**config.mk**
```make
export PLATFORM = sky130hd
export DESIGN_NAME = fetch_unit
export DESIGN_NICKNAME = d
export VERILOG_FILES = /design/src/rtl/fetch_unit_pkg.sv /design/src/rtl/fetch_unit_sync_fifo.sv /design/src/rtl/fetch_unit.sv
export SDC_FILE = /design/constraint.sdc
export NUM_CORES = 1
export LEC_CHECK = 0
export ABC_AREA = 1
export CELL_PAD_IN_SITES_DETAIL_PLACEMENT = 0
export CELL_PAD_IN_SITES_GLOBAL_PLACEMENT = 1
export CORE_UTILIZATION = 40
export CTS_CLUSTER_SIZE = 16
export DETAILED_ROUTE_END_ITERATION = 8
export DONT_BUFFER_PORTS = 1
export HOLD_SLACK_MARGIN = 0.05
export PLACE_DENSITY_LB_ADDON = 0.1
export SYNTH_ARGS = -nofsm -noshare
export SYNTH_HDL_FRONTEND = slang
export SYNTH_SLANG_ARGS = --single-unit
```
**constraint.sdc**
```tcl
create_clock -name clk -period 6.14 [get_ports clk]
set_input_delay 0.921 -clock clk [delete_from_list [all_inputs] [get_ports clk]]
set_output_delay 0.921 -clock clk [all_outputs]
set_load 0.02 [all_outputs]
```
**src/rtl/fetch_unit_pkg.sv**
```systemverilog
// Shared fetch-path constants and types: reset PC, instruction width,
// PC stride and the queued {pc, instr} record.
package fetch_unit_pkg;

  localparam logic [31:0] RESET_PC = 32'h0000_3000;
  localparam int          INSTR_W  = 32;
  localparam logic [31:0] PC_INC   = 32'd4;

  typedef struct packed {
    logic [31:0]        pc;
    logic [INSTR_W-1:0] instr;
  } fetch_entry_t;

  // Sequential fetch address; wraps 0xFFFF_FFFC -> 0 through natural overflow.
  function automatic logic [31:0] pc_next(input logic [31:0] pc);
    return pc + PC_INC;
  endfunction

endpackage

```
**src/rtl/fetch_unit_sync_fifo.sv**
```systemverilog
// Synchronous power-of-two FIFO with flush and occupancy count. Head reads
// straight from the storage registers and shows zero while empty.
module fetch_unit_sync_fifo #(
  parameter int WIDTH = 32,
  parameter int DEPTH = 4
) (
  input  logic                     clk,
  input  logic                     reset,
  input  logic                     push_i,
  input  logic [WIDTH-1:0]         data_i,
  input  logic                     pop_i,
  input  logic                     flush_i,
  output logic [WIDTH-1:0]         head_o,
  output logic [$clog2(DEPTH):0]   count_o
);

  localparam int AW = $clog2(DEPTH);

  logic [WIDTH-1:0] mem_q [DEPTH];
  logic [AW-1:0]    rd_ptr_q, rd_ptr_d;
  logic [AW-1:0]    wr_ptr_q, wr_ptr_d;
  logic [AW:0]      count_q, count_d;
  logic             empty, full, do_push, do_pop;

  assign empty   = (count_q == '0);
  assign full    = (count_q == (AW+1)'(DEPTH));
  assign do_pop  = pop_i && !empty;
  assign do_push = push_i && (!full || do_pop);

  always_comb begin
    rd_ptr_d = rd_ptr_q;
    wr_ptr_d = wr_ptr_q;
    count_d  = count_q;
    if (flush_i) begin
      rd_ptr_d = '0;
      wr_ptr_d = '0;
      count_d  = '0;
    end else begin
      if (do_pop)  rd_ptr_d = rd_ptr_q + AW'(1);
      if (do_push) wr_ptr_d = wr_ptr_q + AW'(1);
      case ({do_push, do_pop})
        2'b10:   count_d = count_q + (AW+1)'(1);
        2'b01:   count_d = count_q - (AW+1)'(1);
        default: count_d = count_q;
      endcase
    end
  end

  always_ff @(posedge clk) begin
    if (reset) begin
      rd_ptr_q <= '0;
      wr_ptr_q <= '0;
      count_q  <= '0;
    end else begin
      rd_ptr_q <= rd_ptr_d;
      wr_ptr_q <= wr_ptr_d;
      count_q  <= count_d;
    end
  end

  always_ff @(posedge clk) begin
    if (do_push && !flush_i) mem_q[wr_ptr_q] <= data_i;
  end

  assign head_o  = empty ? '0 : mem_q[rd_ptr_q];
  assign count_o = count_q;

endmodule

```
**src/rtl/fetch_unit.sv**
```systemverilog
// Instruction-fetch front end: credit-limited in-order requests to imem,
// {pc, instr} queue toward ID, and redirect squash via a drop counter.
module fetch_unit #(
  parameter logic [31:0] RESET_PC = fetch_unit_pkg::RESET_PC,
  parameter int          DEPTH    = 4
) (
  input  logic                                clk,
  input  logic                                reset,
  output logic                                imem_req_valid,
  output logic [31:0]                         imem_req_addr,
  input  logic                                imem_req_ready,
  input  logic                                imem_rsp_valid,
  input  logic [fetch_unit_pkg::INSTR_W-1:0]  imem_rsp_data,
  input  logic                                redirect_valid,
  input  logic [31:0]                         redirect_pc,
  output logic                                id_valid,
  output logic [fetch_unit_pkg::INSTR_W-1:0]  id_instr,
  output logic [31:0]                         id_pc,
  input  logic                                id_ready
);

  import fetch_unit_pkg::*;

  localparam int CW = $clog2(DEPTH) + 1;

  logic [31:0]   fetch_pc_q, fetch_pc_d;
  logic [CW-1:0] drop_cnt_q, drop_cnt_d;
  logic [CW-1:0] infl_cnt, queue_cnt;
  logic [CW:0]   outstanding;
  logic [31:0]   infl_head;
  fetch_entry_t  queue_head, queue_push_data;
  logic          req_fire, rsp_keep, id_pop;

  // Every slot reserved by an inflight request is guaranteed room in the queue.
  assign outstanding    = {1'b0, infl_cnt} + {1'b0, queue_cnt};
  assign imem_req_valid = !reset && !redirect_valid && (outstanding < (CW+1)'(DEPTH));
  assign imem_req_addr  = fetch_pc_q;
  assign req_fire       = imem_req_valid && imem_req_ready;

  assign rsp_keep = imem_rsp_valid && !redirect_valid && (drop_cnt_q == '0);
  assign id_valid = (queue_cnt != '0) && !redirect_valid;
  assign id_pop   = id_valid && id_ready;

  assign queue_push_data.pc    = infl_head;
  assign queue_push_data.instr = imem_rsp_data;
  assign id_pc                 = queue_head.pc;
  assign id_instr              = queue_head.instr;

  always_comb begin
    fetch_pc_d = fetch_pc_q;
    if (redirect_valid)  fetch_pc_d = redirect_pc;
    else if (req_fire)   fetch_pc_d = pc_next(fetch_pc_q);
  end

  // On redirect everything still outstanding is stale, minus a response landing now.
  always_comb begin
    drop_cnt_d = drop_cnt_q;
    if (redirect_valid)
      drop_cnt_d = infl_cnt - CW'(imem_rsp_valid);
    else if (imem_rsp_valid && (drop_cnt_q != '0))
      drop_cnt_d = drop_cnt_q - CW'(1);
  end

  always_ff @(posedge clk) begin
    if (reset) begin
      fetch_pc_q <= RESET_PC;
      drop_cnt_q <= '0;
    end else begin
      fetch_pc_q <= fetch_pc_d;
      drop_cnt_q <= drop_cnt_d;
    end
  end

  fetch_unit_sync_fifo #(
    .WIDTH (32),
    .DEPTH (DEPTH)
  ) u_inflight (
    .clk     (clk),
    .reset   (reset),
    .push_i  (req_fire),
    .data_i  (fetch_pc_q),
    .pop_i   (imem_rsp_valid),
    .flush_i (1'b0),
    .head_o  (infl_head),
    .count_o (infl_cnt)
  );

  fetch_unit_sync_fifo #(
    .WIDTH ($bits(fetch_entry_t)),
    .DEPTH (DEPTH)
  ) u_queue (
    .clk     (clk),
    .reset   (reset),
    .push_i  (rsp_keep),
    .data_i  (queue_push_data),
    .pop_i   (id_pop),
    .flush_i (redirect_valid),
    .head_o  (queue_head),
    .count_o (queue_cnt)
  );

endmodule

```
==> results of run 1 <==
==> sequential cells by signal (all words and copies together), names as in the netlist, named ones only <==
name / flops
u_inflight.mem_q: 128
imem_req_addr: 32
u_queue.count_o: 3
u_inflight.count_o: 3
u_inflight.wr_ptr_q: 2
u_inflight.rd_ptr_q: 2
drop_cnt_q: 3
u_queue.mem_q: 256
u_queue.wr_ptr_q: 2
u_queue.rd_ptr_q: 2
==> report_power, final <==
group	total, mW	leakage [nW]	internal (mW)	switching [mW]
clock	2.85	0.779	1.70	1.14
combinational	0.919	2.27	0.211	0.708
sequential	3.63	3.95	3.51	0.119
total	7.40	6.99	5.43	1.97
==> synth_stat cells, types with 6 or more instances <==
master | count | area share
o211ai_1 | 6 | 0.0025
buf_1 | 18 | 0.0037
nor2_1 | 479 | 0.099
edfxtp_1 | 384 | 0.63
inv_1 | 55 | 0.011
a21oi_2 | 10 | 0.0048
a21oi_1 | 122 | 0.034
o21ai_0 | 211 | 0.058
xor2_1 | 7 | 0.0034
nand3_1 | 20 | 0.0055
xnor2_1 | 7 | 0.0034
nand2_1 | 181 | 0.037
ha_1 | 15 | 0.010
dfxtp_1 | 53 | 0.058
clkbuf_1 | 48 | 0.0099
nand3b_1 | 10 | 0.0041
buf_2 | 13 | 0.0036
==> per-layer routing <==
metal,part of all wire,GRT usage
met1,0.46,0.2644
met5,0,0
met2,0.46,0.3090
met4,0.018,0.04846
met3,0.060,0.04572
==> how the worst max path moves through the flow <==
| stage | depth (start not counted) | slack, ps | startpoint | to |
|---|---|---|---|---|
| floorplan | 6 | 1420 | redirect_valid | u_queue.mem_q[0][0] |
| global placement | 4 | 2500 | flop | id_instr[3] |
| detailed placement | 4 | 2500 | flop | id_instr[3] |
| CTS | 4 | 1860 | flop | id_instr[3] |
| global route | 4 | 1680 | flop | id_instr[5] |
| finish | 4 | 1920 | flop | id_instr[3] |
==> kinds of logic (layout without fill, tap and decap cells) <==
logic type      count (synthesis)  after routing  synth area share
compound gates                359            359            0.1031
flops                         437            437            0.6928
other cells                     0              1                 0
simple gates                  700            700            0.1506
buf+inv                       145            166           0.03421
xor+xnor                       14             14          0.006746
fa+ha+maj                      17             17           0.01253
==> final cells by class <==
cell class	count	share of cell area
Sequential cell	437	0.6209
Multi-Input combinational cell	1090	0.2469
Clock buffer	58	0.06357
Tap cell	592	0.03650
Clock inverter	31	0.01400
Inverter	60	0.01172
Timing Repair Buffer	17	0.006289
Antenna cell	1	0.0001233
==> stage by stage <==
step           instances  hold slack, ps
2_1_floorplan       1672           435.6
3_5_place_dp        2196           457.3
4_1_cts             2285           376.3
6_report            2286           415.8
5_1_grt             2285           382.3
3_3_place_gp        2196           454.1
==> critical path, cell delays in order (launching register included) <==
cell	delay, ps
dfxtp_4	540
inv_2	930
buf_4	470
o21ai_0	160
a21oi_1	540
==> reports/results.tsv, run 1 <==
metric	value	unit
outcome	finished, final reports clean	
RSZ-0062 raised after global routing	false	
Post-Place Setup Slack	2499	ps
critical path arrival	3300	ps
initial cell density of the core	0.4084	
Setup crit end kind	output pin	
Util after Layout	0.4559	
async set-reset flop share out of synthesis	0	
CP Data Required Time	5220	ps
mapped cell area	18180	um^2
Clock Path Buffers	3	
Reg clk slew, reported paths	60	ps
die height	215.2	um
placed inst area	18720	um^2
Max rail drop VDD	0.1992	mV
Final nets	1741	
max-cap violations	0	
synth warn	0	
Synth Instances	1672	
worst reg-to-reg path cell count	7	
reg2reg setup slack	3250	ps
Initial DRT Pass Iterations	5	
number of fill cells in the layout	4177	
hold_buf cts	0	
P per Cell Area	364.6	nW/um^2
final critical-path required period	4220	ps
Slew HR	0.2104	
reg2reg end	u_queue.mem_q[1][28]	
most frequent cells in the layout	nor2_1, edfxtp_1, o21ai_0, nand2_1, a21oi_1	
worst setup margin	1920	ps
Unique masters post-synth	38	
die area	46300	um^2
TNS Setup	0	ps
total chip power	7.399	mW
gr usage total	0.1932	
worst min path class	in -> reg	
flops & latches, synth	437	
area of the multi-input gates	5010	um^2
clk root buf	clkbuf_16	
GPL Wtd Cong	0.7820	
Mean Syn Cell Area	10.87	um^2
DRC errors left	0	
HPWL Detailed	26.09	mm
die width	215.2	um
# setup viols final	0	
post-CTS setup buffers	0	
first-pass GRT wire length	68.89	mm
Routed Antenna Nets	0	
TritonCTS clock tree	built	
Final Max Tran Viols	0	
most common cell after layout, fill and taps aside	nor2_1	
startpoint types	flop	
Post-synth EDFFs	384	
final wirelength	44.42	mm
Hold EP	imem_req_addr[16]	
endpoints failing hold	0	
antenna violations before repair	0	
reg2reg start	drop_cnt_q[0]	
cts repair resizes	0	
Hold Crit Start	reset	
vias per inst	5.075	
later-pin clock latency in the skew report	580	ps
fmax	236.9	MHz
post-synthesis net count	1759	
Pleak	6.993	nW
Port Buffer Count	0	
Main synth FF type	edfxtp_1	
post-synthesis sequential area ratio	0.6928	
final worst path period share	0.6874	
Max H-tree Level	2	
Detailed Route Iter0 Violations	784	
final instance area	20290	um^2
core area	44510	um^2
area grow syn2layout	11.64	%
CTS Buf Count	48	
row count	77	
WHS Path Cells	1	
Top Ports	168	
worst clock skew	20.48	ps
vias in the first global route	11390	
pin count of the biggest net entering global routing	71	
GRT Residual Overflow	0	
layout cells sized above 1	0.07501	
worst-path fanout max	70	
Vias	11600	
crit path kind	reg -> out	
worst-margin pin slew	1184	ps
Sink Count	437	
Register Area	12600	um^2
DR WL/cell	19.43	um
Power figures use the tool's default switching activity.
==> run 2: changes to the inputs <==
- clock period: 6.14 -> 4.2 ns (I/O delays scaled with it)
==> run 2 against run 1 <==
  * Final cell count is the same
  * Combinational power increased by 44%
  * Total power increased by 45%
  * First-iteration DRC count down 14%
  * Global-route usage increased by 0.075 points
  * Largest cell class unchanged
  * Utilization is 0.059 points higher
  * Critical endpoint is now id_pc[15]
==> reports/results.tsv, run 2 (same netlist as run 1, synthesis figures left out) <==
metric	value	unit	change
most frequent cells in the layout	nor2_1, edfxtp_1, o21ai_0, nand2_1, a21oi_1		unchanged
final wirelength	44.14	mm	was 44.42 mm
DRC errors left	0		unchanged
post-CTS setup buffers	0		unchanged
Port Buffer Count	0		unchanged
GPL Wtd Cong	0.8028		was 0.7820
worst-margin pin slew	980.6	ps	was 1184 ps
row count	77		unchanged
Vias	11590		was 11.60k
Top Ports	168		unchanged
critical path arrival	2710	ps	was 3300 ps
Inst Count DP	2201		was 2,196
layout cells sized above 1	0.07320		was 0.07501
CP Data Required Time	3570	ps	was 5220 ps
Pleak	6.985	nW	was 6.993 nW
hold_buf cts	0		unchanged
Hold Crit Start	reset		unchanged
worst reg-to-reg path cell count	9		was 7
Clock Path Buffers	3		unchanged
final worst path period share	0.7958		
final critical-path required period	3342	ps	
crit path kind	reg -> out		unchanged
vias per inst	5.068		was 5.075
startpoint types	flop		unchanged
most common cell after layout, fill and taps aside	nor2_1		unchanged
worst min path class	in -> reg		unchanged
P per Cell Area	527.2	nW/um^2	was 364.6 nW/um^2
final std cells w/o fill	2286		unchanged
reg2reg setup slack	1510	ps	was 3250 ps
Routed Antenna Nets	0		unchanged
WHS Path Cells	1		unchanged
worst clock skew	11.11	ps	was 20.48 ps
Final nets	1746		was 1,741
Util after Layout	0.4565		was 0.4559
Setup crit end kind	output pin		unchanged
worst-path fanout max	66		was 70
Max H-tree Level	2		unchanged
Post-Place Setup Slack	1333	ps	was 2499 ps
die width	215.2	um	unchanged
core area	44510	um^2	unchanged
area of the multi-input gates	5010	um^2	unchanged
CTS Buf Count	48		unchanged
max reg flops	256		unchanged
clk root buf	clkbuf_16		unchanged
Register Area	12600	um^2	about the same
Sink Count	437		unchanged
final hold slack	132.7	ps	was 415.8 ps
fmax	299.2	MHz	
Final Max Tran Viols	0		unchanged
gr usage total	0.1939		was 0.1932
max-cap violations	0		unchanged
TritonCTS clock tree	built		unchanged
final instance area	20320	um^2	was 20,290 um^2
outcome	finished, final reports clean		unchanged
reg2reg end	u_inflight.mem_q[3][25]		was u_queue.mem_q[1][28]
ANT cells	0		was 1
Reg clk slew, reported paths	60	ps	about the same
later-pin clock latency in the skew report	560	ps	was 580 ps
area grow syn2layout	11.78	%	was 11.64%
cts repair resizes	0		unchanged
endpoints failing hold	0		unchanged
worst setup margin	857.5	ps	was 1920 ps
die height	215.2	um	unchanged
die area	46300	um^2	unchanged
DR WL/cell	19.31	um	was 19.43 um
Hold EP	imem_req_addr[4]		was imem_req_addr[16]
Slew HR	0.3447		was 0.2104
vias in the first global route	11600		was 11.39k
Max rail drop VDD	0.2668	mV	was 0.1992 mV
antenna violations before repair	0		unchanged
GRT Residual Overflow	0		unchanged
initial cell density of the core	0.4084		unchanged
placed inst area	18800	um^2	was 18,720 um^2
first-pass GRT wire length	68.97	mm	was 68.89 mm
RSZ-0062 raised after global routing	false		unchanged
Detailed Route Iter0 Violations	677		was 784
reg2reg start	u_inflight.count_o[2]		was drop_cnt_q[0]
HPWL Detailed	26.50	mm	was 26.09 mm
Most flops, register	u_queue.mem_q		unchanged
number of fill cells in the layout	4155		was 4,177
pin count of the biggest net entering global routing	69		was 71
Initial DRT Pass Iterations	5		unchanged
# setup viols final	0		unchanged
[run 2: changes by cell type in the layout (fill, tap and decap cells not counted), sizes merged]
cell,change
buf,+5
bufinv,-1
clkbuf,+7
clkinv,-9
clkinvlp,+1
diode,-1
inv,-2
[run 2: worst max-delay path by stage]
stage | from | to | slack [ps] | depth (start not counted)
2_1_floorplan | redirect_valid | u_queue.mem_q[0][0] | -230 | 6
3_3_place_gp | redirect_valid | u_queue.mem_q[2][31] | 1390 | 6
3_5_place_dp | redirect_valid | u_queue.mem_q[2][28] | 1330 | 6
4_1_cts | flop | id_pc[15] | 770 | 5
5_1_grt | flop | id_pc[15] | 650 | 5
6_report | flop | id_pc[15] | 860 | 5
[run 2: metal layers]
layer | global-route usage | vias to the layer above | part of all wire
met1 | 0.2568 | 5509 | 0.44
met3 | 0.03977 | 71 | 0.059
met2 | 0.3189 | 285 | 0.47
li1 | - | 5720 | -
met5 | 0 | - | 0
met4 | 0.06194 | 0 | 0.024
[run 2: area by class of cell]
class / instances / area share
inverters: 60 / 0.01170
well taps: 592 / 0.03646
clock inverters: 20 / 0.01035
clock buffers: 65 / 0.06429
flip-flops and latches: 437 / 0.6201
repair buffers: 22 / 0.01059
multi-input cells: 1090 / 0.2466
[run 2: stage by stage]
| step | TNS (ps) | power, mW |
|---|---|---|
| after floorplan | -58310 | 6.288 |
| after global placement | 0 | 6.752 |
| after detailed placement | 0 | 6.775 |
| after CTS | 0 | 10.86 |
| after global routing | 0 | 11.22 |
| final | 0 | 10.71 |
[run 2: worst max-delay path: stages, from the launching register on]
cell,delay (ps)
dfxtp_4,840
buf_4,480
nor2_1,90
nor2_1,80
o21ai_0,90
a21oi_1,550
[run 2: report_power, final]
part	total (mW)	switching (mW)	internal (mW)	leakage [nW]
Sequential	5.34	0.199	5.14	3.95
Combinational	1.32	0.996	0.323	2.30
Clock	4.06	1.64	2.42	0.737
Total	10.7	2.83	7.88	6.98
==> run 3: changes to the inputs <==
- clock period: 4.2 -> 2.9 ns (I/O delays scaled with it)
==> run 3 against run 2 <==
  * Flip-flop and latch count stayed put
  * Die area stayed put
  * Setup slack worse by 660 ps
  * Clock power is 43% higher
  * Combinational power is 70% higher
  * Critical path depth is 2 higher
  * Sequential share of layout area is 3.6 points lower
  * Final cell count is 5.9% higher
  * Critical endpoint is now id_instr[30]
  * Register-to-register slack worse by 950 ps
==> reports/results.tsv, run 3 (same netlist as run 1, synthesis figures left out) <==
metric	value	unit	change
vias per inst	4.995		was 5.068
Detailed Route Iter0 Violations	709		was 677
total chip power	15.67	mW	was 10.71 mW
Slew HR	0.3246		was 0.3447
Vias	12100		was 11.59k
die height	215.2	um	unchanged
core area	44510	um^2	unchanged
reg2reg start	u_inflight.count_o[2]		unchanged
Max H-tree Level	2		unchanged
Initial DRT Pass Iterations	6		was 5
most common cell after layout, fill and taps aside	nor2_1		unchanged
final std cells w/o fill	2422		was 2,286
worst setup margin	202.2	ps	was 857.5 ps
critical path arrival	2260	ps	was 2710 ps
Post-Place Setup Slack	552.5	ps	was 1333 ps
worst min path class	in -> reg		unchanged
DR WL/cell	18.66	um	was 19.31 um
startpoint types	flop		unchanged
initial cell density of the core	0.4084		unchanged
Pleak	7.688	nW	was 6.985 nW
final worst path period share	0.9303		
worst-path fanout max	41		was 66
final hold slack	87.60	ps	was 132.7 ps
RSZ-0062 raised after global routing	false		unchanged
endpoints failing hold	0		unchanged
Hold Crit Start	redirect_pc[2]		was reset
GPL Wtd Cong	0.7640		was 0.8028
placed inst area	19610	um^2	was 18,800 um^2
Max rail drop VDD	0.3831	mV	was 0.2668 mV
max reg flops	256		unchanged
Final nets	1880		was 1,746
worst-margin pin slew	1013	ps	was 980.6 ps
Setup crit end kind	output pin		unchanged
layout cells sized above 1	0.1180		was 0.07320
DRC errors left	0		unchanged
die area	46300	um^2	unchanged
pin count of the biggest net entering global routing	65		was 69
Reg clk slew, reported paths	60	ps	about the same
final critical-path required period	2698	ps	
P per Cell Area	726.9	nW/um^2	was 527.2 nW/um^2
Sink Count	437		unchanged
TritonCTS clock tree	built		unchanged
Routed Antenna Nets	0		unchanged
most frequent cells in the layout	nor2_1, edfxtp_1, o21ai_0, nand2_1, a21oi_1		unchanged
worst clock skew	15.08	ps	was 11.11 ps
first-pass GRT wire length	70.29	mm	was 68.97 mm
row count	77		unchanged
GRT Residual Overflow	0		unchanged
Inst Count DP	2294		was 2,201
die width	215.2	um	unchanged
crit path kind	reg -> out		unchanged
fmax	370.7	MHz	
antenna violations before repair	0		unchanged
Port Buffer Count	0		unchanged
clk root buf	clkbuf_16		unchanged
CTS Buf Count	48		unchanged
HPWL Detailed	27.71	mm	was 26.50 mm
outcome	finished, final reports clean		unchanged
later-pin clock latency in the skew report	570	ps	was 560 ps
Most flops, register	u_queue.mem_q		unchanged
# setup viols final	0		unchanged
ANT cells	0		unchanged
max-cap violations	0		unchanged
gr usage total	0.1964		was 0.1939
CP Data Required Time	2470	ps	was 3570 ps
area grow syn2layout	18.59	%	was 11.78%
final wirelength	45.20	mm	was 44.14 mm
final instance area	21550	um^2	was 20,320 um^2
Clock Path Buffers	3		unchanged
Top Ports	168		unchanged
vias in the first global route	12060		was 11.60k
Final Max Tran Viols	0		unchanged
==> run 3: changes by cell type in the layout (fill, tap and decap cells not counted), sizes merged <==
cell and delta:
dlygate4sd3 +38, inv +1, buf +95, clkbuf +1
clkinvlp -1, clkinv +2
==> run 3: layer usage <==
| metal | up-vias | routed length, um | track usage |
|---|---|---|---|
| met5 | - | 0 | 0 |
| met1 | 5769 | 20260 | 0.2629 |
| met3 | 57 | 2151 | 0.03185 |
| li1 | 5986 | - | - |
| met4 | 0 | 937 | 0.05343 |
| met2 | 286 | 21850 | 0.3302 |
==> run 3: timing repair <==
item | 4_1_cts | 5_1_grt
buffers inserted | 1 | 0
pin swaps | 0 | 0
endpoints found under the setup margin | 6 | 1
resized for setup | 1 | 1
gates cloned | 0 | 1
hold buffers | 39 | 0
endpoints found under the hold margin | 162 | 0
==> run 3: cell type report <==
cell class,instances,area [um^2]
Timing Repair Buffer,156,1470
Multi-Input combinational cell,1090,5005
Clock inverter,22,203.9
Clock buffer,65,1296
Fill cell,4088,22960
Inverter,60,240.2
Tap cell,592,740.7
Sequential cell,437,12600
==> run 3: report_power, final <==
part | leakage, nW | total, mW | switching, mW | internal, mW
clock network | 0.731 | 5.82 | 2.35 | 3.47
logic | 3.01 | 2.24 | 1.60 | 0.640
registers | 3.95 | 7.62 | 0.179 | 7.44
total | 7.69 | 15.7 | 4.12 | 11.5
==> run 3: stage by stage <==
step / util / TNS, ps
after floorplan: - / -88900
after global placement: 0.4405 / 0
after detailed placement: 0.4405 / 0
after CTS: 0.4835 / 0
after global routing: 0.4843 / 0
final: 0.4843 / 0
==> run 3: worst paths after layout <==
kind	cells after the start	slack, ps	endpoint
min	2	90	imem_req_addr[2]
max	7	200	id_instr[30]
min reg2reg	2	460	flop
max reg2reg	9	560	u_inflight.mem_q[1][25]
==> run 3: critical path, stage by stage (launching register included) <==
cell and delay [ps]:
dfxtp_4 540, buf_16 230, buf_12 240, nor2_1 80, nor2_1 80, o21ai_0 80
a21oi_1 220, buf_4 180
